## src/rtl/rf_scoreboard_if.sv

```systemverilog
// Decode/write-back bundle for the scoreboarded register file.
// The master side is the pipeline (decode plus write-back); the slave side is the register file.
interface rf_scoreboard_if #(
  parameter int unsigned DATA_W = 16,
  parameter int unsigned ADDR_W = 4
);
  logic [ADDR_W-1:0] p0_addr;
  logic [ADDR_W-1:0] p1_addr;
  logic              re0;
  logic              re1;
  logic [DATA_W-1:0] p0;
  logic [DATA_W-1:0] p1;
  logic              iss_en;
  logic [ADDR_W-1:0] iss_addr;
  logic              iss_full;
  logic [ADDR_W-1:0] dst_addr;
  logic [DATA_W-1:0] dst;
  logic              we;
  logic              busy0;
  logic              busy1;
  logic              hlt;

  modport master (
    output p0_addr, p1_addr, re0, re1, iss_en, iss_addr, dst_addr, dst, we, hlt,
    input  p0, p1, iss_full, busy0, busy1
  );

  modport slave (
    input  p0_addr, p1_addr, re0, re1, iss_en, iss_addr, dst_addr, dst, we, hlt,
    output p0, p1, iss_full, busy0, busy1
  );
endinterface

```

## src/rtl/rf_scoreboard.sv

```systemverilog
// Two-read/one-write register file with registered, write-bypassed reads and a per-register
// outstanding-write counter that drives decode's hazard stalls. R0 is hardwired to zero.
module rf_scoreboard #(
  parameter int unsigned DATA_W = 16,
  parameter int unsigned ADDR_W = 4,
  parameter int unsigned CNT_W  = 2
) (
  input logic               clk,
  input logic               rst,
  rf_scoreboard_if.slave    bus
);
  localparam int unsigned Depth = 2 ** ADDR_W;
  localparam logic [CNT_W-1:0] CntMax = {CNT_W{1'b1}};

  logic [DATA_W-1:0] mem_q [Depth];
  logic [CNT_W-1:0]  cnt_q [Depth];
  logic [CNT_W-1:0]  cnt_d [Depth];
  logic [DATA_W-1:0] p0_q, p1_q;
  logic [DATA_W-1:0] rd0_val, rd1_val;
  logic              hlt_q;
  logic              iss_full;

  function automatic logic [DATA_W-1:0] read_val(input logic [ADDR_W-1:0] addr,
                                                 input logic              we,
                                                 input logic [ADDR_W-1:0] dst_addr,
                                                 input logic [DATA_W-1:0] dst,
                                                 input logic [DATA_W-1:0] mem_val);
    if (addr == '0) begin
      return '0;
    end else if (we && dst_addr == addr) begin
      return dst;
    end else begin
      return mem_val;
    end
  endfunction

  // A write-back landing on a saturated register frees a slot in the same cycle.
  always_comb begin
    iss_full = bus.iss_en && (bus.iss_addr != '0) && (cnt_q[bus.iss_addr] == CntMax) &&
               !(bus.we && bus.dst_addr == bus.iss_addr);
  end

  always_comb begin
    bus.busy0 = (bus.p0_addr != '0) && (cnt_q[bus.p0_addr] != '0) &&
                !(bus.we && bus.dst_addr == bus.p0_addr && cnt_q[bus.p0_addr] == CNT_W'(1));
    bus.busy1 = (bus.p1_addr != '0) && (cnt_q[bus.p1_addr] != '0) &&
                !(bus.we && bus.dst_addr == bus.p1_addr && cnt_q[bus.p1_addr] == CNT_W'(1));
    bus.iss_full = iss_full;
    bus.p0       = p0_q;
    bus.p1       = p1_q;
  end

  always_comb begin
    rd0_val = read_val(bus.p0_addr, bus.we, bus.dst_addr, bus.dst, mem_q[bus.p0_addr]);
    rd1_val = read_val(bus.p1_addr, bus.we, bus.dst_addr, bus.dst, mem_q[bus.p1_addr]);
  end

  always_comb begin
    for (int r = 0; r < Depth; r++) begin
      logic inc, dec;
      cnt_d[r] = cnt_q[r];
      inc = bus.iss_en && (bus.iss_addr == ADDR_W'(r)) && !iss_full;
      dec = bus.we && (bus.dst_addr == ADDR_W'(r)) && (cnt_q[r] != '0);
      if (r == 0) begin
        cnt_d[r] = '0;
      end else if (inc && !dec) begin
        cnt_d[r] = cnt_q[r] + CNT_W'(1);
      end else if (dec && !inc) begin
        cnt_d[r] = cnt_q[r] - CNT_W'(1);
      end
    end
  end

  always_ff @(posedge clk) begin
    if (rst) begin
      for (int r = 0; r < Depth; r++) begin
        mem_q[r] <= '0;
        cnt_q[r] <= '0;
      end
      p0_q  <= '0;
      p1_q  <= '0;
      hlt_q <= 1'b0;
    end else begin
      if (bus.we && bus.dst_addr != '0) begin
        mem_q[bus.dst_addr] <= bus.dst;
      end
      if (bus.re0) begin
        p0_q <= rd0_val;
      end
      if (bus.re1) begin
        p1_q <= rd1_val;
      end
      for (int r = 0; r < Depth; r++) begin
        cnt_q[r] <= cnt_d[r];
      end
      hlt_q <= bus.hlt;
    end
  end

`ifndef SYNTHESIS
  // Register dump on the rising edge of halt; observation only.
  always_ff @(posedge clk) begin
    if (!rst && bus.hlt && !hlt_q) begin
      for (int r = 1; r < Depth; r++) begin
        $display("R%0d = %h", r, mem_q[r]);
      end
    end
  end
`endif
endmodule

```

## src/flat_wrapper.sv

```systemverilog
// flat-port wrapper written by rule: the top's interface ports become plain ports
module rf_scoreboard_flat 
#(
  parameter int unsigned DATA_W = 16,
  parameter int unsigned ADDR_W = 4,
  parameter int unsigned CNT_W  = 2
)
  (clk, rst, bus_p0_addr, bus_p1_addr, bus_re0, bus_re1, bus_iss_en, bus_iss_addr, bus_dst_addr, bus_dst, bus_we, bus_hlt, bus_p0, bus_p1, bus_iss_full, bus_busy0, bus_busy1);
  rf_scoreboard_if #(.DATA_W(DATA_W), .ADDR_W(ADDR_W)) bus_i ();
  input logic clk;
  input logic rst;
  input wire logic [$bits(bus_i.p0_addr)-1:0] bus_p0_addr;
  input wire logic [$bits(bus_i.p1_addr)-1:0] bus_p1_addr;
  input wire logic [$bits(bus_i.re0)-1:0] bus_re0;
  input wire logic [$bits(bus_i.re1)-1:0] bus_re1;
  input wire logic [$bits(bus_i.iss_en)-1:0] bus_iss_en;
  input wire logic [$bits(bus_i.iss_addr)-1:0] bus_iss_addr;
  input wire logic [$bits(bus_i.dst_addr)-1:0] bus_dst_addr;
  input wire logic [$bits(bus_i.dst)-1:0] bus_dst;
  input wire logic [$bits(bus_i.we)-1:0] bus_we;
  input wire logic [$bits(bus_i.hlt)-1:0] bus_hlt;
  output wire logic [$bits(bus_i.p0)-1:0] bus_p0;
  output wire logic [$bits(bus_i.p1)-1:0] bus_p1;
  output wire logic [$bits(bus_i.iss_full)-1:0] bus_iss_full;
  output wire logic [$bits(bus_i.busy0)-1:0] bus_busy0;
  output wire logic [$bits(bus_i.busy1)-1:0] bus_busy1;
  assign bus_i.p0_addr = bus_p0_addr;
  assign bus_i.p1_addr = bus_p1_addr;
  assign bus_i.re0 = bus_re0;
  assign bus_i.re1 = bus_re1;
  assign bus_i.iss_en = bus_iss_en;
  assign bus_i.iss_addr = bus_iss_addr;
  assign bus_i.dst_addr = bus_dst_addr;
  assign bus_i.dst = bus_dst;
  assign bus_i.we = bus_we;
  assign bus_i.hlt = bus_hlt;
  assign bus_p0 = bus_i.p0;
  assign bus_p1 = bus_i.p1;
  assign bus_iss_full = bus_i.iss_full;
  assign bus_busy0 = bus_i.busy0;
  assign bus_busy1 = bus_i.busy1;
  rf_scoreboard #(.DATA_W(DATA_W), .ADDR_W(ADDR_W), .CNT_W(CNT_W)) u_core (.clk(clk), .rst(rst), .bus(bus_i));
endmodule
```

## config.mk

```make
export PLATFORM = sky130hd
export DESIGN_NAME = rf_scoreboard_flat
export DESIGN_NICKNAME = d
export VERILOG_FILES = /design/src/rtl/rf_scoreboard_if.sv /design/src/rtl/rf_scoreboard.sv /design/src/flat_wrapper.sv
export SDC_FILE = /design/constraint.sdc
export NUM_CORES = 1
export LEC_CHECK = 0
export ABC_AREA = 1
export CAP_MARGIN = 5
export CELL_PAD_IN_SITES_DETAIL_PLACEMENT = 0
export CELL_PAD_IN_SITES_GLOBAL_PLACEMENT = 2
export CORE_ASPECT_RATIO = 1.25
export CORE_MARGIN = 5
export CORE_UTILIZATION = 40
export CTS_BUF_LIST = sky130_fd_sc_hd__clkbuf_8
export CTS_CLUSTER_SIZE = 40
export DETAILED_ROUTE_END_ITERATION = 12
export GPL_TIMING_DRIVEN = 0
export PLACE_DENSITY = 0.95
export SLEW_MARGIN = 20
export SYNTH_ARGS = -nofsm -noshare
export SYNTH_HDL_FRONTEND = slang
export SYNTH_SLANG_ARGS = --single-unit
export TNS_END_PERCENT = 30
```

## constraint.sdc

```tcl
create_clock -name clk -period 3.38 [get_ports clk]
set_input_delay 0.676 -clock clk [delete_from_list [all_inputs] [get_ports clk]]
set_output_delay 0.676 -clock clk [all_outputs]
set_load 0.1 [all_outputs]
```

Word-level counts from Yosys, hierarchy flattened
Memories as Yosys holds them, arrays and structs flattened. Index checks and enable logic that the tools add are counted.

Output and inout bits: 35. Bits in writable memories: 288. Bits of input ports: 39. Memories: 2. Logic and storage cells: 306. Flip-flop bits (word level): 32.

Memory list: u_core.mem_q (depth 16, width 16, rd ports 2, clocked after Yosys merged registers in 0, write ports 16, RTL line rf_scoreboard.sv:15) `logic [DATA_W-1:0] mem_q [Depth];`; u_core.cnt_q (depth 16, width 2, rd ports 18, clocked after Yosys merged registers in 0, write ports 16, RTL line rf_scoreboard.sv:16) `logic [CNT_W-1:0] cnt_q [Depth];`.

Reductions and logical operators: 161. Add/subtract/negate cells: 30. Muxes and demuxes: 59. Equality and inequality tests: 36. Bitwise gates (word level): 16.

Operators with widths (count): logical AND 1 bit (103); two-way mux 2 bit (46); two-way mux 16 bit (5); equality test 4 bit, second input constant (16); logical NOT 1 bit (34); nonzero test 2 bit (17); equality test 4 x 3 -> 1 bit, second input constant (8); adder 2 x 1 -> 2 bit, second input constant (15); subtractor 2 x 1 -> 2 bit, second input constant (15); equality test 4 x 2 -> 1 bit, second input constant (4); OR 1 bit (16); nonzero test 4 bit (4); OR reduction 16 bit (1); equality test 4 bit (3); equality test 4 x 1 -> 1 bit, second input constant (2); logical NOT 4 bit (2); two-way mux 1 bit (7); equality test 2 x 1 -> 1 bit, second input constant (2); two-way mux 4 bit (1); equality test 2 bit, second input constant (1).

Depth between registers and ports, before layout
Depth after elaboration: 11. Gate-level depth with buffers: 17. Gate-level depth less buffers: 17.

Least setup slack after synthesis
OpenSTA, ideal clock, no wires.

Path kind: input port to flip-flop. Start: input bus_iss_addr[0]. End: memory u_core.cnt_q[11][1]. Slack: 0.416 ns. Stages: 16. Path buffers: 1. Data required time: 3.258 ns. Library setup time: 0.122 ns. Arrival: 2.842 ns. Path through: buf_2 nor2_1 nand2_1 nand3_1 nand2_1 inv_1 nor2_1 nand2_1 nand3_1 inv_1 nor2_1 ha_1 a21oi_1 o21ai_0 o21ai_0 a21oi_1.

RTL lines: start: declaration (RTL line flat_wrapper.sv:17) `input wire logic [$bits(bus_i.iss_addr)-1:0] bus_iss_addr;`; end: declaration (RTL line rf_scoreboard.sv:16).

Final worst setup path
Start: input bus_p1_addr[1]. End: output bus_busy1.

Longest elaborated chain between the ends: 5. Elaborated cells between the ends (all ways): 10. Classes of those cells: eq/ne: 2; reduce/logical: 7; memory: 1.

Ends and longest elaborated chain: start: declaration (RTL line flat_wrapper.sv:13) `input wire logic [$bits(bus_i.p1_addr)-1:0] bus_p1_addr;`; memory (16 x 2 bit) or equality test 4 bit (tied branches); equality test 2 x 1 -> 1 bit or logical AND 1 bit (tied branches) (RTL line rf_scoreboard.sv:47) `!(bus.we && bus.dst_addr == bus.p1_addr && cnt_q[bus.p1_addr] == CNT_W'(1));`; logical AND 1 bit (RTL line rf_scoreboard.sv:47); logical NOT 1 bit (RTL line rf_scoreboard.sv:47); logical AND 1 bit (*) (RTL line rf_scoreboard.sv:46) `bus.busy1 = (bus.p1_addr != '0) && (cnt_q[bus.p1_addr] != '0) &&`; end: declaration (RTL line flat_wrapper.sv:26) `output wire logic [$bits(bus_i.busy1)-1:0] bus_busy1;`.

Mark *: on every way between the ends. The rest lies on a longest branch, timed or not.

==> run summary <==
Outcome - finished clean
HP Class - reg -> reg
P_leak - 9.88 nW
CTS H-tree depth - 2
Post-DP Area - 20400 um2
DRC - 0
Setup Crit Path Kind - in -> out
Clk Latency, worst-skew pair - 680 ps
Worst-path clk slew - 70 ps
Cell Pwr Density - 471 nW/um2
Row count - 89
Placed insts - 3350
Starting DRC count in detailed routing - 2326
Largest net degree at the start of global routing - 17
Height of the chip - 253 um
Starting Density - 0.403
Core Util, Final - 0.461
Unrepaired setup endpoints after global routing - true
Final hold violations - 0
Comb pwr share - 0.196
Flop pwr share - 0.443
Clock sink total - 318
Post-synthesis sequential area ratio - 0.471
Sw frac - 0.331
Least-Margin Pin Slew - 1080 ps
Worst Setup End Kind - output pin
Internal reg-to-reg setup slack - 930 ps
Synth Area in Simple Gates - 0.355
Total grt overflow - 0
Post-synth top flop - edfxtp_1
Setup WS pre-CTS - -1680 ps
Fin cells - 3451
Die ar. - 51900 um2
First-pass GRT wire length - 125 mm
#FFs+latches synth - 318
Fin crit share - 0.990
Synth Instances - 2636
Tmin final - 3350 ps
Yosys warning count - 0
Clk buf depth - 3
Final wirelength - 88.6 mm
Tot Pwr - 10.2 mW
Start of the worst register-to-register path - u_core.cnt_q[11][0]
Post-synth EDFFs - 256
Antenna violations before repair - 0
Die Wd - 205 um
Drt first pass iters - 6
Ports - 74
Mean Syn Cell Area - 7.20 um2
Antenna-violating nets left - 0
Total GRT Usage - 0.335
Sw Pwr - 3.39 mW
VDD IR max - 0.000234 V
Synth Area in Compound Gates - 0.0476
Mux contribution to synthesized area - 0
CTS root buffer - clkbuf_8
DR vias/cell - 5.60
Drt wl/cell - 25.7 um
TritonCTS clock tree - yes
Hold depth - 2
Ratio of cells with drive above 1 in the final layout - 0.0658
Fin. max-slew vios - 0
Core area - 47100 um2
Area added between synthesis and finish - 14.6%
I/O Buffers - 62
Routed vias - 19341
Hold_sp - u_core.bus.p1[4]
Final setup vio count - 0
Startpoint types - primary input
FFs w/ async S/R, synth - 0
Clock network fraction of total power - 0.362
Crit path required time - 2700 ps
CP Max Fanout - 11
Cell Int Power - 6.85 mW
Reg2reg path depth - 16
Hold Path Sink - u_core.bus.p1[4]
Routability cong. - 1.07
Post-DP HPWL - 65.7 mm
Worst r2r dst - u_core.cnt_q[4][1]
Synthesized cell area - 19000 um2
Cts hold-fix bufs - 0
Synth Area in Adders - 0.00990
Main combinational cell family by area after synthesis - simple AND/OR/NAND/NOR gates
Total CTS buffers - 52
Distinct cells, synth - 32
Setup slack after layout - 34.0 ps
Fmax - 299 MHz
Fin Clk Skew - 33.0 ps
Fin area - 21700 um2
Post-Synth XOR/XNOR Area - 0.00924
Vias in the first global route - 18848
Max-cap violations - 0
Nets - 2823
Relative slew margins - 0.282
CP arrival - 2670 ps
-- power groups by stage --
stage | clock, mW | sequential, mW | combinational [mW]
final | 3.71 | 4.53 | 2.00
after global routing | 3.89 | 4.55 | 2.10
after CTS | 3.72 | 4.53 | 1.94
after detailed placement | 0 | 4.62 | 1.91
after global placement | 0 | 4.61 | 1.90
after floorplan | 0 | 4.80 | 0.942
-- routing by layer --
metal	global-route usage	wire length, um
met2	0.544	40500
met5	0	0
met4	0.274	8980
met3	0.0521	7000
met1	0.392	32100
-- cells in the mapped netlist, types with 3 or more instances --
master | n | area [um2]
a21oi_1 | 88 | 440
clkbuf_1 | 93 | 349
o21ai_0 | 58 | 290
buf_1 | 21 | 78.8
xor2_1 | 19 | 166
inv_2 | 8 | 30.0
nand3_1 | 510 | 2550
nor3_1 | 3 | 15.0
nand2_1 | 698 | 2620
dfxtp_1 | 62 | 1240
nor2_1 | 371 | 1390
buf_6 | 3 | 33.8
o211ai_1 | 16 | 120
edfxtp_1 | 256 | 7690
buf_4 | 3 | 22.5
buf_2 | 53 | 265
nand4_1 | 6 | 37.5
nand2_4 | 7 | 78.8
inv_1 | 328 | 1230
ha_1 | 15 | 188
-- worst max-delay path: stages --
cell and delay [ps]:
clkdlybuf4s50_1 550, buf_6 210, inv_2 130, buf_4 250, a21oi_1 140, o21ai_0 90
nand2_1 70, nand2_1 50, nand4_1 70, nand3_1 100, nand2_2 140, buf_12 180
-- layout make-up --
| type | count | area, um2 |
|---|---|---|
| fillers | 4921 | 25400 |
| flip-flops and latches | 318 | 8930 |
| multi-input cells | 1820 | 8080 |
| inverters | 338 | 1270 |
| plain buffers | 175 | 887 |
| clock buffers | 60 | 826 |
| well taps | 637 | 797 |
| repair buffers | 64 | 662 |
| clock inverters | 37 | 270 |
| diodes | 2 | 5.00 |
-- worst max-delay path by stage --
stage                                from                  end  slack [ps]
after floorplan           bus_iss_addr[0]  u_core.cnt_q[11][1]         420
after global placement     bus_p1_addr[1]            bus_busy1       -1720
after detailed placement   bus_p1_addr[1]            bus_busy1       -1680
after CTS                  bus_p1_addr[0]            bus_busy1         -20
after global routing      bus_iss_addr[1]         bus_iss_full         -40
final                      bus_p1_addr[1]            bus_busy1          30
-- layout by cell type (no fill, tap or decap), types with 38 or more instances in the layout --
master / Yosys / routed
nand2_1: 698 / 697
nand3_1: 510 / 510
nor2_1: 371 / 369
inv_1: 328 / 339
edfxtp_1: 256 / 256
a21oi_1: 88 / 88
clkbuf_1: 93 / 83
dfxtp_1: 62 / 62
clkbuf_8: 0 / 61
o21ai_0: 58 / 57
clkdlybuf4s50_1: 0 / 56
buf_2: 53 / 38
-- flip-flops by register name (all words and copies together) (netlist names) --
register,cells
u_core.mem_q,256
u_core.cnt_q,30
u_core.bus.p0,16
u_core.bus.p1,16
-- cell families (layout without fill, tap and decap cells) --
kind of cell,count (synthesis),after routing
simple gates,1600,1600
buf+inv,513,674
flops,318,318
compound gates,169,169
xor+xnor,20,20
fa+ha+maj,15,15
other cells,1,18
-- stage by stage --
stage | hold WS [ps] | TNS (ps)
3_3_place_gp | 454 | -39870
4_1_cts | 464 | -18.5
2_1_floorplan | 471 | 0
3_5_place_dp | 454 | -46690
6_report | 464 | 0
5_1_grt | 487 | -68.6
-- timing repair --
item                                    4_1_cts  5_1_grt
buffers inserted                              0        1
resized for setup                            72       23
endpoints found under the hold margin         0        0
endpoints found under the setup margin        3        3
cloned                                        0        1
No activity file was read; power rests on OpenSTA's default activity.
